<file path="src/rtl/serial_subtractor_4bit.sv">
// Bit-serial ripple subtractor: d = a - b - bin, one bit per clock, LSB first,
// built from a single full-subtractor cell and a registered borrow.
module serial_subtractor_4bit #(
  parameter int WIDTH = 4,
  parameter int CW    = 3
) (
  input  logic             clk,
  input  logic             rst,
  input  logic             start,
  input  logic [WIDTH-1:0] a,
  input  logic [WIDTH-1:0] b,
  input  logic             bin,
  output logic             busy,
  output logic             done,
  output logic [WIDTH-1:0] d,
  output logic             bout
);

  typedef enum logic [1:0] {IDLE, BUSY, DONE} state_t;

  state_t           state;
  logic [WIDTH-1:0] sh_a;
  logic [WIDTH-1:0] sh_b;
  logic [WIDTH-2:0] sh_d;
  logic             br;
  logic [CW-1:0]    cnt;

  logic             x;
  logic             y;
  logic             diff;
  logic             br_next;
  logic [WIDTH-1:0] acc;
  logic             last_bit;

  // Full-subtractor cell; acc is the difference collected so far including the
  // current bit, so on the final bit it is exactly the result.
  // NOTE: every always_comb output gets a value on every path, so no latch can be inferred.
  always_comb begin
    x        = sh_a[0];
    y        = sh_b[0];
    diff     = x ^ y ^ br;
    br_next  = (~x & y) | (~(x ^ y) & br);
    acc      = {diff, sh_d};
    last_bit = (cnt == CW'(WIDTH - 1));
  end

  // NOTE: sequential state uses non-blocking assignments so every register
  // samples pre-edge values, independent of statement order.
  always_ff @(posedge clk or posedge rst) begin
    if (rst) begin
      state <= IDLE;
      sh_a  <= '0;
      sh_b  <= '0;
      sh_d  <= '0;
      br    <= 1'b0;
      cnt   <= '0;
      busy  <= 1'b0;
      done  <= 1'b0;
      d     <= '0;
      bout  <= 1'b0;
    end else begin
      case (state)
        IDLE, DONE: begin
          done <= 1'b0;
          if (start) begin
            sh_a  <= a;
            sh_b  <= b;
            sh_d  <= '0;
            br    <= bin;
            cnt   <= '0;
            busy  <= 1'b1;
            state <= BUSY;
          end else begin
            state <= IDLE;
          end
        end

        BUSY: begin
          sh_a <= sh_a >> 1;
          sh_b <= sh_b >> 1;
          sh_d <= acc[WIDTH-1:1];
          br   <= br_next;
          cnt  <= cnt + CW'(1);
          if (last_bit) begin
            d     <= acc;
            bout  <= br_next;
            busy  <= 1'b0;
            done  <= 1'b1;
            state <= DONE;
          end
        end

        default: begin
          busy  <= 1'b0;
          done  <= 1'b0;
          state <= IDLE;
        end
      endcase
    end
  end

endmodule

</file>
<file path="config.mk">
export PLATFORM = sky130hd
export DESIGN_NAME = serial_subtractor_4bit
export DESIGN_NICKNAME = d
export VERILOG_FILES = /design/src/rtl/serial_subtractor_4bit.sv
export SDC_FILE = /design/constraint.sdc
export NUM_CORES = 1
export LEC_CHECK = 0
export ABC_AREA = 1
export CORE_UTILIZATION = 35
export DETAILED_ROUTE_END_ITERATION = 7
export GPL_ROUTABILITY_DRIVEN = 0
export SLEW_MARGIN = 25
export SYNTH_ARGS = -nofsm -noshare
export SYNTH_HDL_FRONTEND = slang
export SYNTH_SLANG_ARGS = --single-unit
</file>
<file path="constraint.sdc">
create_clock -name clk -period 3.99 [get_ports clk]
set_input_delay 0.798 -clock clk [delete_from_list [all_inputs] [get_ports clk]]
set_output_delay 0.798 -clock clk [all_outputs]
set_load 0.1 [all_outputs]
</file>
Word-level counts from Yosys, hierarchy flattened
Cells that the tools add are included.
Cells by class
  add/sub/neg operators: 1
  eq/ne operators: 5
  muxes and demuxes: 17
  bitwise logic cells: 7
  reduce and logical (&&, ||, !) cells: 6
Operator list (number)
  $pmux W4 S2: 2
  $pmux W3 S2: 2
  $mux W4: 2
  $mux W1: 6
  $reduce_and A2 Y1: 3
  $ne A2 B2 Y1 const B: 2
  $pmux W1 S2: 2
  $pmux W2 S2: 1
  $add A3 B1 Y3 const B: 1
  $eq A3 B2 Y1 const B: 1
  $mux W3: 1
  $and A1 B1 Y1: 2
  $eq A2 B1 Y1 const B: 1
  $eq A2 B2 Y1 const B: 1
  $logic_not A2 Y1: 1
  $mux W2: 1
  $not A1 Y1: 2
  $reduce_bool A2 Y1: 1
  $reduce_or A2 Y1: 1
  $xor A1 B1 Y1: 2
  $or A1 B1 Y1: 1
Word-level totals
  bits in registers: 24
  input bits: 12
  output and inout port bits: 7
  logic and storage cells: 46

Longest topological paths before layout
  depth after elaboration: 5
  gate-level depth with buffers: 7
  depth with buffers taken out: 7

Least setup slack after synthesis
OpenSTA, ideal clock, no wires.
  path kind: register -> output
  start point: register done
  end point: output port done
  data arrival time: 0.976 ns
  slack: 2.216 ns
  cell stages (with the launch flop): 1
  buffers on the path: 0
  cell sequence: dfrtp_1
RTL lines
  from (decl): line 14  | output logic done,
  from (signal assigned): line 58  | done <= 1'b0;
  from (signal assigned): line 64  | done <= 1'b0;
  from (signal assigned): line 88  | done <= 1'b1;
No word-level cell between the ends.

Worst setup path in the final report
  start point: register done
  end point: output port done
No word-level cell between the ends.

==> results.tsv <==
stage	metric	value	unit
run_status	status	finished, violations left	
run_status	failing checks	DRC	
yosys	register bit count reported by yosys	23	
final_layout	Cell Count, Final, Fillers Out	177	
yosys	Synth top area share	0.525	
floorplanning	die height	58.0	um
grt	first-pass GRT wire length	3.51	mm
final_layout	area grow syn2layout	20.4	%
timing	Final Max Tran Viols	0	
yosys	leading post-synthesis cells by cell area	dfrtp_1, nand2_1, inv_1	
grt	vias in the first global route	813	
drt	Antenna Nets Post-Route	0	
drt	Detailed Routing Iterations Pass 1	6	
timing	final hold violations	0	
final_layout	area occupied by multi-input gates	398	um2
worst_setup_path	FF-to-FF path depth	6	
worst_setup_path	RR Endpoint	sh_b[2]	
worst_setup_path	reg2reg setup slack	2.67	ns
place	# port buffers	18	
worst_setup_path	Buf/Inv on CP	1	
worst_setup_path	Reg2Reg Launch Point	state[0]	
cts	H-tree depth	1	
timing	final setup TNS	0	ns
timing	FMAX	0.368	GHz
drt	Detailed Route WL	1.97	mm
timing	Clock Skews	0.00837	ns
worst_setup_path	crit end category	primary output	
yosys	number of distinct library cells after synthesis	17	
drt	initial DRC count	20	
cts	Skew-Pair Late Insertion Delay	0.31	ns
yosys	Post-Syn Instances	126	
worst_setup_path	worst setup path end	done	
cts	PostCTS Resize Cnt	0	
cts	total CTS buffers	3	
worst_setup_path	max incr delay on CP	1.17	ns
floorplanning	core area	2850	um2
drt	drt wl/cell	11.1	um
grt	GR Overflow Total	0	
final_layout	post-route cell area	1320	um2
floorplanning	Ports	19	
timing	crit path time final	2.72	ns
floorplanning	Die ar.	3360	um2
worst_setup_path	Worst Path Arrival	1.92	ns
grt	pin count of the biggest net entering global routing	24	
cts	root buf cell	clkbuf_4	
drt	routed vias	834	
flow_run	Max Cap Viol	0	
worst_setup_path	CP max FO	4	
timing	RSZ-0062 raised after global routing	no	
cts	clk slew on worst S/H paths	0.12	ns
timing	Rel. slew slack	0.349	
yosys	Mapped Nets	141	
grt	initial antenna violation count	0	
cts	clock tree buffer depth	2	
worst_setup_path	Stages on worst setup path	1	
final_layout	Fillers	301	
yosys	YS warnings	0	
floorplanning	Initial Util	0.384	
grt	All-Layer GR Usage	0.135	
worst_setup_path	CP cell instances	clkdlybuf4s50_1	
worst_setup_path	Worst Setup SP	done	
place	hpwl dp	1.43	mm
drt	drt drc	1	
final_layout	Reg area	576	um2
yosys	post-synthesis sequential area ratio	0.525	
timing	final setup fails	0	
yosys	synthesized area per cell	8.70	um2
yosys	largest area contributor in the netlist	dfrtp_1	
final_layout	final core occ	0.463	
timing	fin crit share	0.682	
worst_setup_path	CP Class	flop to primary output	
cts	CTS tree	built	
cts	CTS Sinks	23	
grt	most used routing layer in global routing	met2	
place	placed insts	173	
timing	actual slew at the worst max-slew pin	0.974	ns
worst_setup_path	startpoint types	flop	
worst_setup_path	Critical Path RT	3.19	ns
cts	Post-CTS Setup Bufs	0	
floorplanning	Die Width	58.0	um
final_layout	share of layout cells above drive strength 1	0.116	
grt	met3 Usage GRT	0.0201	
drt	vias per cell	4.71	
final_layout	antenna cells	0	
final_layout	fin nets	162	
cts	Post-CTS Hold Buffers	0	
worst_setup_path	Slowest cell on crit path	clkdlybuf4s50_1	
min_path	Hold Crit Class	flop to flop	
floorplanning	row count	19	
grt	GR Layer Usage met1	0.180	
grt	met2 Use GR	0.225	
place	Cell Area, Placed	1290	um2
yosys	Synth Cell Area	1100	um2
worst_setup_path	Crit path max-delay family	buffers and inverters	
final cells by class:
cell class | count | share of cell area
Timing Repair Buffer | 18 | 0.136
Clock inverter | 1 | 0.00379
Inverter | 26 | 0.0758
Tap cell | 31 | 0.0294
Multi-Input combinational cell | 75 | 0.301
Clock buffer | 3 | 0.0171
Sequential cell | 23 | 0.436
sequential cells by signal (all words and copies together) (netlist names):
register	count
d	4
sh_a	4
sh_b	4
cnt	3
sh_d	3
bout	1
br	1
busy	1
done	1
state	1
worst register-to-register path, delay by kind of cell (launching register included):
| kind | cells | cell delay (ns) |
|---|---|---|
| buffers and inverters | 2 | 0.26 |
| DFF | 1 | 0.62 |
| and+or+nand+nor | 4 | 0.39 |
worst min path at each step:
stage	startpoint	end	slack [ns]	cells past startpoint
floorplan	cnt[1]	cnt[1]	0.45	2
global placement	busy	busy	0.46	2
detailed placement	sh_b[1]	sh_b[1]	0.46	2
CTS	sh_b[1]	sh_b[1]	0.50	2
global route	sh_b[0]	sh_b[0]	0.52	2
finish	busy	busy	0.49	2
cell usage after synthesis:
cell     count
nand2_1     39
or2_2        1
nand2_2      1
o21ai_2      3
dfrtp_1     23
nor2_1       1
fa_1         1
nand2_4      3
inv_2        2
a21oi_2      1
inv_1       23
nor2_4       1
nand3_1     13
o21ai_0      9
buf_6        2
inv_4        1
ha_1         2
layer usage:
metal  wire length, um  vias up
li1                  -      421
met1               965      396
met2               922       15
met3                71        2
met4                14        0
met5                 0        -
cells in the final DEF, fill, tap and decap left out:
master | synthesis | final
nand2_1 | 39 | 39
inv_1 | 23 | 23
dfrtp_1 | 23 | 23
clkdlybuf4s50_1 | 0 | 18
nand3_1 | 13 | 13
o21ai_0 | 9 | 9
nand2_4 | 3 | 3
o21ai_2 | 3 | 3
clkbuf_4 | 0 | 3
inv_2 | 2 | 2
ha_1 | 2 | 2
inv_4 | 1 | 1
nand2_2 | 1 | 1
nor2_4 | 1 | 1
nor2_1 | 1 | 1
a21oi_2 | 1 | 1
or2_2 | 1 | 1
fa_1 | 1 | 1
clkinv_2 | 0 | 1
logic make-up (layout without fill, tap and decap cells):
kind of cell               Yosys count  in the layout  synth area share
adders and majority gates            3              3            0.0411
DFF                                 23             23             0.525
AOI/OAI and AO/OA                   13             13            0.0731
and+or+nand+nor                     59             59             0.249
buffers and inverters               28             48             0.112
stage by stage:
step | setup WS, ns | hold slack, ns
after global placement | 1.62 | 0.455
after CTS | 1.25 | 0.499
after floorplan | 2.22 | 0.446
after detailed placement | 1.61 | 0.465
after global routing | 1.17 | 0.517
final | 1.27 | 0.493
Power is left out: the tool's default activity adds up to more than one toggle a clock period on the data nets, which glitch-free logic cannot reach.
